`src/rtl/wb_pwm_decoder.sv`:
```
// wb_pwm_decoder: six-channel RC PWM high-time decoder (µs) behind a Wishbone classic slave.
// Define PWM_DEC_GLITCH_FILTER_EN to add a per-channel GLITCH_CYCLES stability filter.
module wb_pwm_decoder #(
    parameter int CLK_FREQ_HZ   = 72000000,
    parameter int NUM_CH        = 6,
    parameter int MIN_US        = 800,
    parameter int MAX_US        = 2200,
    parameter int TIMEOUT_US    = 50000,
    parameter int GLITCH_CYCLES = 4
) (
    input  logic              i_clk,
    input  logic              i_rst,
    input  logic [7:0]        wb_adr_i,
    input  logic [31:0]       wb_dat_i,
    input  logic [3:0]        wb_sel_i,
    input  logic              wb_we_i,
    input  logic              wb_stb_i,
    input  logic              wb_cyc_i,
    output logic [31:0]       wb_dat_o,
    output logic              wb_ack_o,
    input  logic [NUM_CH-1:0] i_pwm,
    output logic [NUM_CH-1:0] o_valid
);
    localparam int DIV = CLK_FREQ_HZ / 1000000;
    localparam int PW = DIV > 1 ? $clog2(DIV) : 1;
    localparam int TW = $clog2(TIMEOUT_US + 1);
    localparam logic [15:0] W_MIN = 16'(MIN_US);
    localparam logic [15:0] W_MAX = 16'(MAX_US);
    localparam logic [15:0] W_SAT = 16'(MAX_US + 1);
    localparam logic [TW-1:0] T_END = TW'(TIMEOUT_US);

    typedef enum logic {S_IDLE, S_HIGH} state_t;

    logic [PW-1:0]     r_pre;
    logic              w_tick;
    logic [NUM_CH-1:0] w_valid;
    logic [15:0]       w_width [NUM_CH];
    logic [31:0]       w_rd_ch [8];
    logic [31:0]       w_rdata;
    logic [31:0]       r_dat;
    logic              r_ack;
    logic              w_req;
    logic              w_unused;

    assign w_tick = r_pre == PW'(DIV - 1);

    always_ff @(posedge i_clk) begin
        if (i_rst) r_pre <= '0;
        else       r_pre <= w_tick ? '0 : r_pre + 1'b1;
    end

    for (genvar c = 0; c < NUM_CH; c++) begin : g_ch
        logic          r_s1, r_s2, r_prev, w_lvl, w_rise, w_fall;
        logic          r_armed, r_v;
        logic [15:0]   r_wcnt, r_w;
        logic [TW-1:0] r_to;
        state_t        r_state, w_state_nxt;

        // Sync chain keeps tracking through reset so a pulse already high at release is not seen as a rise.
        always_ff @(posedge i_clk) begin
            r_s1   <= i_pwm[c];
            r_s2   <= r_s1;
            r_prev <= w_lvl;
        end

`ifdef PWM_DEC_GLITCH_FILTER_EN
        localparam int GW = $clog2(GLITCH_CYCLES + 1);
        logic          r_filt;
        logic [GW-1:0] r_gcnt;
        always_ff @(posedge i_clk) begin
            if (i_rst) begin
                r_filt <= r_s2;
                r_gcnt <= '0;
            end else if (r_s2 == r_filt) begin
                r_gcnt <= '0;
            end else if (r_gcnt == GW'(GLITCH_CYCLES - 1)) begin
                r_filt <= r_s2;
                r_gcnt <= '0;
            end else begin
                r_gcnt <= r_gcnt + 1'b1;
            end
        end
        assign w_lvl = r_filt;
`else
        assign w_lvl = r_s2;
`endif

        assign w_rise = w_lvl & ~r_prev;
        assign w_fall = ~w_lvl & r_prev;

        always_comb begin
            w_state_nxt = r_state;
            if (r_state == S_IDLE && w_rise)      w_state_nxt = S_HIGH;
            else if (r_state == S_HIGH && w_fall) w_state_nxt = S_IDLE;
        end

        always_ff @(posedge i_clk) begin
            if (i_rst) r_state <= S_IDLE;
            else       r_state <= w_state_nxt;
        end

        always_ff @(posedge i_clk) begin
            if (i_rst) begin
                r_wcnt  <= '0;
                r_to    <= '0;
                r_armed <= 1'b0;
                r_w     <= '0;
                r_v     <= 1'b0;
            end else begin
                if (w_rise)                       r_to <= '0;
                else if (w_tick && r_to != T_END) r_to <= r_to + 1'b1;
                if (r_state == S_IDLE && w_rise) begin
                    r_wcnt  <= '0;
                    r_armed <= 1'b1;
                end else if (r_state == S_HIGH) begin
                    if (w_fall) begin
                        r_armed <= 1'b0;
                        if (r_armed && r_wcnt >= W_MIN && r_wcnt <= W_MAX) begin
                            r_w <= r_wcnt;
                            r_v <= 1'b1;
                        end
                    end else if (w_tick && r_wcnt != W_SAT) begin
                        r_wcnt <= r_wcnt + 1'b1;
                    end
                end
                // A rise on the same cycle as the timeout wins: the channel stays valid.
                if (!w_rise && r_to == T_END) begin
                    r_w <= '0;
                    r_v <= 1'b0;
                end
            end
        end

        assign w_valid[c] = r_v;
        assign w_width[c] = r_w;
    end

    for (genvar c = 0; c < 8; c++) begin : g_rd
        if (c < NUM_CH) begin : g_map
            assign w_rd_ch[c] = {w_valid[c], 15'b0, w_width[c]};
        end else begin : g_nomap
            assign w_rd_ch[c] = '0;
        end
    end

    assign w_rdata = wb_adr_i[4:2] == 3'd7 ? {24'b0, 8'(w_valid)} : w_rd_ch[wb_adr_i[4:2]];
    assign w_req   = wb_cyc_i & wb_stb_i & ~r_ack;

    always_ff @(posedge i_clk) begin
        if (i_rst) begin
            r_ack <= 1'b0;
            r_dat <= '0;
        end else begin
            r_ack <= w_req;
            if (w_req) r_dat <= w_rdata;
        end
    end

    assign wb_ack_o = r_ack;
    assign wb_dat_o = r_dat;
    assign o_valid  = w_valid;
    assign w_unused = ^{wb_dat_i, wb_sel_i, wb_we_i, wb_adr_i[7:5], wb_adr_i[1:0]};
endmodule

```
`config.mk`:
```
export PLATFORM = sky130hd
export DESIGN_NAME = wb_pwm_decoder
export DESIGN_NICKNAME = d
export VERILOG_FILES = /design/src/rtl/wb_pwm_decoder.sv
export SDC_FILE = /design/constraint.sdc
export NUM_CORES = 1
export LEC_CHECK = 0
export ABC_CLOCK_PERIOD_IN_PS = 1900
export CAP_MARGIN = 0
export CORE_ASPECT_RATIO = 1.2
export CORE_UTILIZATION = 54
export DETAILED_ROUTE_END_ITERATION = 12
export GPL_TIMING_DRIVEN = 0
export PLACE_DENSITY = 0.79
export RECOVER_POWER = 100
export SYNTH_ARGS = -nofsm -noshare
export SYNTH_HDL_FRONTEND = slang
export SYNTH_SLANG_ARGS = --single-unit
```
`constraint.sdc`:
```
create_clock -name i_clk -period 1.9 [get_ports i_clk]
set_input_delay 0.38 -clock i_clk [delete_from_list [all_inputs] [get_ports i_clk]]
set_output_delay 0.38 -clock i_clk [all_outputs]
set_load 0.01 [all_outputs]
```
==> flow_summary.json <==
{
  "syn_area_mm2": 0.0165,
  "syn_to_final_growth_pct": 42.4,
  "endpoint_kind": "flop",
  "core_area_mm2": 0.0299,
  "track_usage_pct": 29.9,
  "placed_area_mm2": 0.0178,
  "cts_buffer_depth": 3,
  "final_cell_area_mm2": 0.0235,
  "drv_slew": 0,
  "r2r_cells": 7,
  "hp-class": "flop to flop",
  "dp_hpwl_mm": 27.9,
  "yosys.area.top_type": "dfxtp_1",
  "vias": 16400,
  "rsz0062_at_grt": "true",
  "ys_seq_elements": 343,
  "io_pins": 94,
  "criticalPathCategory": "flop to flop",
  "start_util_pct": 55.3,
  "cts_root_buffer": "clkbuf_16",
  "ir_drop_mv": 0.709,
  "yosysTopAreaCellShare_pct": 41.5,
  "power_mw": 16.7,
  "cts_sinks": 343,
  "grt_pass1_vias": 14600,
  "dieWidth_um": 162,
  "cp_max_fo": 5,
  "use_met1_pct": 34.3,
  "worstSkewPairLatency_ns": 0.57,
  "synthArstFlopShare_pct": 0,
  "drc": 0,
  "dpl.cell_count": 2264,
  "synth_edf_count": 0,
  "whs_ns": 0.326,
  "power_density_mw_per_mm2": 708,
  "grt_pass1_wl_mm": 76.1,
  "finish.net_count": 2162,
  "start_kind": "flop",
  "finalSetupViolations": 276,
  "hold_violations": 0,
  "ant_nets": 0,
  "h-tree-depth": 2,
  "synth.area.top_cells": "dfxtp_1 42%, xnor2_1 6.5%, nor2_1 5.6%, mux2i_1 5.1%, nand2_1 3.9%",
  "drive_above_1_share_pct": 35.1,
  "place.gp.congestion": 0.904,
  "synth_cell_types": 73,
  "clkTransAtPathRegs_ns": 0.07,
  "fmax_mhz": 393,
  "wl_mm": 62.0,
  "layout_setup_ws_ns": -0.647,
  "critPathRequiredTime_ns": 2.25,
  "skew_ns": 0.0220,
  "cts_buffers": 37,
  "dieArea_mm2": 0.0313,
  "grt_max_degree": 15,
  "avgRoutedWirePerCell_um": 24.9,
  "met3_usage_pct": 4.51,
  "cp_data_arrival_time_ns": 2.90,
  "crit_path_start": "g_ch[0].r_to[3]",
  "reg2reg_from": "g_ch[0].r_to[3]",
  "overflow": 0,
  "max_slew_margin_pct": 35.5,
  "chipHeight_um": 194,
  "worst_slew_pin_slew_ns": 0.967,
  "busiest_layer": "met2",
  "timing.final.crit_share_pct": 134,
  "ys.flop_type": "dfxtp_1",
  "initialDrtViolationCount": 1819,
  "vias_per_cell": 6.59,
  "grt_util_met2_pct": 52.9,
  "fin_cells": 2496,
  "leakage_nw": 8.58,
  "postSynthCellCount": 1826,
  "cts_tree": "done",
  "first_pass_iters": 8,
  "antenna_found_initial": 3,
  "yosysWarnings": 0,
  "period_minus_slack_ns": 2.55,
  "status": "finished, violations left",
  "fp-row-count": 69,
  "port_buffers": 34,
  "r2r_end": "g_ch[0].r_w[0]",
  "critPathCapture": "g_ch[0].r_w[0]",
  "yosysSeqAreaShare_pct": 41.5,
  "reg2reg_slack_ns": -0.65,
  "drv_cap": 0,
  "tns_ns": -45.81,
  "avgSynthCellArea_um2": 9.05,
  "violations": "setup timing"
}
kinds of logic (layout without fill, tap and decap cells):
group                    after synthesis  after routing  synth area share, %
XOR/XNOR                             138            138                 7.31
AO/OA/AOI/OAI                        178            179                 8.03
other                                  1             16               0.0227
multiplexers                         123            123                 8.89
adder cells (fa/ha/maj)               31             31                 2.35
flip-flops                           343            343                 41.5
buffers and inverters                180            443                 4.98
AND/OR/NAND/NOR                      832            833                 26.9
layout by cell type, fill, tap and decap left out, drive strengths merged, types with 8 or more instances in the layout:
master	instances
dfxtp	343
nor2	246
buf	233
nand2	176
xnor2	122
clkbuf	100
mux2i	85
nand3	62
nor4	58
inv	57
nand4	44
a21oi	42
nor3	41
and3	33
ha	31
and4	27
nand2b	25
a211oi	25
or4	23
mux2	21
o21ai	21
and2	18
mux4	17
xor2	16
clkdlybuf4s50	16
or3	16
conb	15
nor4b	13
a22oi	11
o311a	11
bufinv	11
dlygate4sd3	11
or4b	8
area by class of cell:
class	instances	area, um^2
Clock inverter	18	373
Multi-Input combinational cell	1319	11200
Timing Repair Buffer	214	2280
Fill cell	1578	6330
Inverter	57	218
Buffer	104	906
Sequential cell	343	7000
Tap cell	390	488
Clock buffer	50	1080
Antenna cell	1	2.50
cells in the mapped netlist (all sizes together) (6+ instances only):
cell type / instances
nand2: 175
mux2i: 85
a22o: 6
a31oi: 7
o21bai: 6
or4: 23
a211oi: 24
buf: 60
dfxtp: 343
nor3b: 7
and3: 33
xnor2: 122
or4bb: 7
mux4: 17
a22oi: 11
mux2: 21
nand2b: 25
nand3: 62
nand4: 44
or4b: 8
nor4b: 13
o31ai: 7
a311oi: 7
nor3: 41
or3: 16
ha: 31
a21oi: 42
o21ai: 21
a2111oi: 7
nor2: 246
and4: 27
o311a: 11
xor2: 16
nand3b: 6
nor4: 58
and2: 18
clkbuf: 63
a41o: 7
inv: 56
flip-flops by register name, indices dropped and copies added (netlist names):
name and count:
g_ch.r_to 96, g_ch.r_w 96, g_ch.r_wcnt 96, wb_dat_o 17
r_pre 7, g_ch.r_prev 6, g_ch.r_s1 6, g_ch.r_s2 6
g_ch.r_state 6, g_ch.r_v 6, wb_ack_o 1
worst min path at each step:
stage / from / to / slack [ns] / depth (start not counted)
global placement: g_ch[4].r_s1 / g_ch[4].r_s2 / 0.31 / 0
finish: g_ch[3].r_s1 / g_ch[3].r_s2 / 0.33 / 0
global route: g_ch[3].r_s1 / g_ch[3].r_s2 / 0.33 / 0
floorplan: g_ch[0].r_s1 / g_ch[0].r_s2 / 0.31 / 0
CTS: i_pwm[3] / g_ch[3].r_s1 / 0.28 / 1
detailed placement: g_ch[3].r_s1 / g_ch[3].r_s2 / 0.31 / 0
worst max-delay path: stages, from the launching register on:
cell and delay (ns):
dfxtp_4 0.36, or4bb_4 0.54, nor4_4 0.38, clkbuf_16 0.21, a21oi_4 0.07, buf_6 0.15
nand2_1 0.27, mux2i_1 0.34
what timing repair did:
item                                    in CTS  in global routing
pin swaps                                   93                166
endpoints found under the setup margin     330                291
gates cloned                                12                 11
hold buffers                                 0                  0
buffers inserted                            96                 65
gates resized for setup                    316                344
through the flow:
| stage | util (%) | setup WS, ns |
|---|---|---|
| finish | 78.8 | -0.647 |
| global route | 78.8 | -0.650 |
| CTS | 71.3 | -0.188 |
| detailed placement | 59.5 | -1.63 |
| global placement | 59.5 | -1.52 |
| floorplan | - | -0.0793 |
per-layer routing:
metal	vias up	routed length (um)
li1	6945	-
met1	7898	21500
met2	1168	30000
met3	425	5670
met4	2	4840
met5	-	9
power breakdown:
part           internal [mW]  switching (mW)
logic                  0.241           0.402
clock network           5.49            3.26
registers               7.22          0.0469
Note: power is estimated with default switching activity, not from simulation.
